<file path="src/rtl/bus_req_arbiter.sv">
// Round-robin bus request arbiter: IDLE -> PRESENT -> BUSY.
// Optional watchdog built only when ARB_WDOG_EN is defined.
module bus_req_arbiter #(
  parameter int NUM_CPUS    = 8,
  parameter int ADDR_W      = 32,
  parameter int WDOG_CYCLES = 10000
) (
  input  logic                         CLK,
  input  logic                         RST,
  input  logic [NUM_CPUS-1:0]          cache_req,
  input  logic [2*NUM_CPUS-1:0]        cache_req_type,
  input  logic [ADDR_W*NUM_CPUS-1:0]   cache_req_addr,
  output logic [NUM_CPUS-1:0]          cache_gnt,
  output logic                         bus_req_valid,
  output logic [$clog2(NUM_CPUS)-1:0]  bus_req_id,
  output logic [1:0]                   bus_req_type,
  output logic [ADDR_W-1:0]            bus_req_addr,
  input  logic                         bus_ready,
  input  logic                         bus_done,
  output logic                         arb_err
);

  localparam int IDW = $clog2(NUM_CPUS);

  typedef enum logic [1:0] {
    S_IDLE,
    S_PRESENT,
    S_BUSY
  } state_e;

  state_e              state_q, state_d;
  logic [IDW-1:0]      rr_q, rr_d;
  logic [IDW-1:0]      id_q, id_d;
  logic [1:0]          type_q, type_d;
  logic [ADDR_W-1:0]   addr_q, addr_d;
  logic [NUM_CPUS-1:0] gnt;

  logic                sel_found;
  logic [IDW-1:0]      sel_id;
  logic [1:0]          sel_type;
  logic [ADDR_W-1:0]   sel_addr;
  logic [IDW-1:0]      rr_next;

  // First requester at or after rr_q, wrapping to the lowest index.
  always_comb begin
    sel_found = 1'b0;
    sel_id    = '0;
    for (int i = 0; i < NUM_CPUS; i++) begin
      if (!sel_found && cache_req[i] && (IDW'(i) >= rr_q)) begin
        sel_found = 1'b1;
        sel_id    = IDW'(i);
      end
    end
    for (int i = 0; i < NUM_CPUS; i++) begin
      if (!sel_found && cache_req[i]) begin
        sel_found = 1'b1;
        sel_id    = IDW'(i);
      end
    end
  end

  // Mux out the winning requester's type and address.
  always_comb begin
    sel_type = '0;
    sel_addr = '0;
    for (int i = 0; i < NUM_CPUS; i++) begin
      if (IDW'(i) == sel_id) begin
        sel_type = cache_req_type[2*i +: 2];
        sel_addr = cache_req_addr[ADDR_W*i +: ADDR_W];
      end
    end
  end

  assign rr_next = (id_q == IDW'(NUM_CPUS-1)) ? '0
                 : id_q + 1'b1;

`ifdef ARB_WDOG_EN
  localparam int CW = $clog2(WDOG_CYCLES + 1);

  logic [CW-1:0] wcnt_q, wcnt_d;
  logic          err_q, err_d;
  logic          wdog_hit;

  assign wdog_hit = (state_q != S_IDLE) &&
                    (wcnt_q == CW'(WDOG_CYCLES - 1));
`endif

  // Next-state, pointer update and grant pulse.
  always_comb begin
    state_d = state_q;
    rr_d    = rr_q;
    id_d    = id_q;
    type_d  = type_q;
    addr_d  = addr_q;
    gnt     = '0;
    unique case (state_q)
      S_IDLE: begin
        if (sel_found) begin
          id_d    = sel_id;
          type_d  = sel_type;
          addr_d  = sel_addr;
          state_d = S_PRESENT;
        end
      end
      S_PRESENT: begin
        if (bus_ready) begin
          gnt[id_q] = 1'b1;
          rr_d      = rr_next;
          state_d   = bus_done ? S_IDLE : S_BUSY;
        end
      end
      S_BUSY: begin
        if (bus_done) begin
          state_d = S_IDLE;
        end
      end
      default: state_d = S_IDLE;
    endcase
`ifdef ARB_WDOG_EN
    err_d = err_q;
    if (wdog_hit) begin
      state_d = S_IDLE;
      rr_d    = rr_q;
      gnt     = '0;
      err_d   = 1'b1;
    end
    wcnt_d = '0;
    if ((state_q != S_IDLE) && (state_d != S_IDLE)) begin
      wcnt_d = wcnt_q + 1'b1;
    end
`endif
  end

  // State and latched-request registers.
  always_ff @(posedge CLK) begin
    if (RST) begin
      state_q <= S_IDLE;
      rr_q    <= '0;
      id_q    <= '0;
      type_q  <= '0;
      addr_q  <= '0;
    end else begin
      state_q <= state_d;
      rr_q    <= rr_d;
      id_q    <= id_d;
      type_q  <= type_d;
      addr_q  <= addr_d;
    end
  end

`ifdef ARB_WDOG_EN
  // Watchdog counter and sticky error flag.
  always_ff @(posedge CLK) begin
    if (RST) begin
      wcnt_q <= '0;
      err_q  <= 1'b0;
    end else begin
      wcnt_q <= wcnt_d;
      err_q  <= err_d;
    end
  end

  assign arb_err = err_q;
`else
  logic unused_wdog;
  assign unused_wdog = (WDOG_CYCLES > 0);
  assign arb_err     = 1'b0;
`endif

  assign cache_gnt     = RST ? '0 : gnt;
  assign bus_req_valid = (state_q == S_PRESENT);
  assign bus_req_id    = id_q;
  assign bus_req_type  = type_q;
  assign bus_req_addr  = addr_q;

endmodule

</file>
<file path="config.mk">
export PLATFORM = sky130hd
export DESIGN_NAME = bus_req_arbiter
export DESIGN_NICKNAME = d
export VERILOG_FILES = /design/src/rtl/bus_req_arbiter.sv
export SDC_FILE = /design/constraint.sdc
export NUM_CORES = 1
export LEC_CHECK = 0
export ABC_AREA = 1
export BUFFER_PORTS_ARGS = -buffer_cell sky130_fd_sc_hd__buf_2
export CAP_MARGIN = 20
export CORE_ASPECT_RATIO = 1.1
export CORE_MARGIN = 4
export CORE_UTILIZATION = 25
export CTS_CLUSTER_SIZE = 8
export DETAILED_ROUTE_END_ITERATION = 10
export PLACE_DENSITY = 0.65
export SYNTH_ARGS = -nofsm -noshare
export SYNTH_HDL_FRONTEND = slang
export SYNTH_SLANG_ARGS = --single-unit
export TNS_END_PERCENT = 100
</file>
<file path="constraint.sdc">
create_clock -name CLK -period 2.8 [get_ports CLK]
set_input_delay 0.14 -clock CLK [delete_from_list [all_inputs] [get_ports CLK]]
set_output_delay 0.14 -clock CLK [all_outputs]
set_load 0.005 [all_outputs]
</file>
==> flow_summary.ini <==
[synth]
async_flop_share_pct = 0
synth_area_mm2 = 0.00429
yosysSeqAreaShare_pct = 19.6
synthTopCellsByArea = dfxtp_1 (20%), nand3_1 (17%), nand2_1 (15%)
yosys.area_share.simple_pct = 54.7
synth_xor_area_share_pct = 0
netlist_instances = 797
synth_edf_count = 0
yosysTopAreaCell = dfxtp_1
syn-mean-instance-area_um2 = 5.39
ys_warn_count = 0
syn-num-nets = 1083
synth_top_family_by_area = simple AND/OR/NAND/NOR gates
synth-main-ff-cell = dfxtp_1
synthMuxAreaShare_pct = 0
netlist.area_leader.share_pct = 19.6
ys_seq_elements = 42
netlist-cell-type-count = 32
synthAdderAreaFrac_pct = 0.583
synth-compound-area-share_pct = 10.5

[sta]
max_freq_mhz = 349
finalMaxSlewViolations = 0
setup_viol = 5
finalCriticalPeriod_ns = 2.86
finalWorstSetupSlack_ns = -0.0625
worst_pin_slew_ns = 0.929
rsz0062_at_grt = true
period_share_pct = 102
skew_ns = 0.00540
slew_headroom_pct = 38.0
finalHoldViolations = 0

[layout]
antenna_cells = 0
final_common_cell = buf_2
drive_gt1_share_pct = 41.5
multi_input_comb_area_mm2 = 0.00316
final_cell_mix = buf_2 (329), nand2_1 (162), nor2_1 (131), nand3_1 (114), inv_1 (98)
register_area_um2 = 850
n_fill_cell = 1852
area_delta_synth_final_pct = 63.9
layout.nets = 1422
stdcell_area_mm2 = 0.00704

[worst_hold_path]
min_to = state_q[0]
hold_start = bus_ready
whs_path_depth = 4
min_path_type = in2reg

[route]
ant_nets = 0
drtPass1Iterations = 5
wl_um = 22400
drt_iter0_drc = 288
wl_per_cell_um = 16.4
viasPerCell = 4.73
drc = 0
vias = 6478

[pwr]
p_total_w = 0.00272
swShare_pct = 40.2
leakage_nw = 3.74
p_switching_w = 0.00109
p_seq_share_pct = 27.2
peakVddDrop_mv = 0.224
power.internal_w = 0.00162
pwr-share-clk_pct = 22.3
pwr-share-comb_pct = 50.5
power_density_mw_per_mm2 = 386

[floorplan]
fp-row-count = 50
initial_core_util_pct = 25.3
dieArea_mm2 = 0.0193
coreArea_mm2 = 0.0170
die_h_um = 145
pin_count = 331
die_x_um = 133

[critical_path]
r2r_start = rr_q[2]
ff2ff_path_depth = 17
crit_path_top_delay_cell = dfxtp_4
r2r_slack_ns = -0.06
timing.rr.end = bus_req_addr[22]
end_kind = flip-flop
crit_path_cell_trace = nor2_1 > a21oi_2 > nand4_1 > nor2_1 > nand4_1 > buf_4 > buf_4 > o21ai_1 > nor2_4 > a21oi_4 > nand2_4 > buf_12 > o21ai_1 > inv_1 > nand4_1 > nand2_1 > a21oi_1
crit_fanout = 19
cp_data_required_time_ns = 3.03
path_common_cell = nand4_1
crit_buf_inv = 4
start_kind = flip-flop
cp_top_family = compound AO/OA/AOI/OAI gates
cp_slowest_stage_delay_ns = 0.40
crit_arrival_ns = 3.09
critical_path_class = reg2reg

[global_route]
grt_max_degree = 54
antenna_found_initial = 1
grt_pass1_vias = 6105
grt_overflow = 0
grt_usage_pct = 20.9
grt_pass1_wl_um = 32200

[clocking]
cts_root_buffer = clkbuf_16
cts_tree = built
cts_num_sinks = 42
clock_latency_ns = 0.30
htreeDepth = 2
numCtsBuffers = 5
clk_pin_slew_ns = 0.07
clockBufferDepth = 2

[placed_design]
dp.final_hpwl_um = 16800
gp_congestion = 0.995
post_dp_cell_area_mm2 = 0.00637
io_buffers = 329

[run_status]
violations = setup timing
status = complete, but fails checks

[run]
drv_cap = 0
## what timing repair did
action / 4_1_cts / 5_1_grt
setup buffers: 2 / 9
hold buffers: 1 / 0
endpoints found under the hold margin: 1 / 0
setup endpoints to repair: 30 / 34
pin swaps: 2 / 34
gates resized for setup: 5 / 88
cloned: 1 / 4
## registers in the layout, summed over array words and instances, names as in the netlist
register	count
bus_req_id	3
bus_req_addr	32
rr_q	3
state_q	2
bus_req_type	2
## power by group through the flow
stage          Combinational, W  Clock (W)  Sequential, W
5_1_grt                 0.00152   0.000649       0.000750
4_1_cts                 0.00123   0.000634       0.000738
3_3_place_gp            0.00121          0       0.000750
2_1_floorplan          0.000640          0       0.000747
3_5_place_dp            0.00122          0       0.000749
6_report                0.00137   0.000606       0.000740
## per-layer routing
layer	vias up	routed length, um	GRT usage [%]
met1	2908	9030	25.3
met2	281	11300	37.1
li1	3257	-	-
met3	30	1650	4.88
met5	-	13	0
met4	2	403	5.46
## worst reg2reg max path: stages, from the launching register on
cell and delay (ns):
dfxtp_4 0.40, nor2_1 0.07, a21oi_2 0.18, nand4_1 0.18, nor2_1 0.14, nand4_1 0.12
buf_4 0.17, buf_4 0.12, o21ai_1 0.23, nor2_4 0.10, a21oi_4 0.29, nand2_4 0.12
buf_12 0.18, o21ai_1 0.19, inv_1 0.06, nand4_1 0.09, nand2_1 0.06, a21oi_1 0.11
## cells by family (layout without fill, tap and decap cells)
kind of cell               count (synthesis)  after routing
adders and majority gates                  2              2
DFF                                       42             42
and+or+nand+nor                          514            516
other                                      1              1
AOI/OAI and AO/OA                         86             86
buffers and inverters                    152            490
## synthesized netlist by cell type, types with 2 or more instances
library cell	number
a21oi_1	40
nor3_1	4
nand4_1	38
o21ai_0	21
nor2_2	5
dfxtp_1	42
nor2_1	139
nand3_1	143
nand4_4	2
ha_1	2
buf_2	22
clkbuf_1	19
nor2_4	4
inv_2	2
nand2_1	171
nand2_4	2
inv_1	100
buf_4	6
nor3_4	2
o21ai_1	21
## stage by stage
stage	cells	utilization, %	TNS [ns]	hold slack [ns]	worst slack [ns]
3_3_place_gp	1347	37.6	-0.0408	0.312	-0.0226
4_1_cts	1359	38.7	0	0.107	0.00668
2_1_floorplan	797	-	0	0.218	0.404
5_1_grt	1371	41.5	-4.83	0.146	-0.187
3_5_place_dp	1347	37.6	-1.94	0.308	-0.120
6_report	1371	41.5	-0.121	0.120	-0.0625
## worst max path at each step
stage / startpoint / end / slack, ns / cells past startpoint
after global routing: rr_q[2] / bus_req_addr[24] / -0.19 / 18
after CTS: rr_q[2] / bus_req_addr[22] / 0.007 / 18
after floorplan: rr_q[2] / bus_req_addr[12] / 0.40 / 17
after detailed placement: rr_q[2] / bus_req_addr[14] / -0.12 / 17
after global placement: rr_q[2] / bus_req_addr[14] / -0.02 / 17
final: rr_q[2] / bus_req_addr[22] / -0.06 / 17
## layout make-up
cell class	instances	area share [%]
Tap cell	234	4.16
Clock inverter	2	0.196
Clock buffer	6	1.83
Timing Repair Buffer	379	31.4
Sequential cell	42	12.1
Inverter	103	5.49
Multi-Input combinational cell	605	44.9
Note: power is estimated with default switching activity, not from simulation.
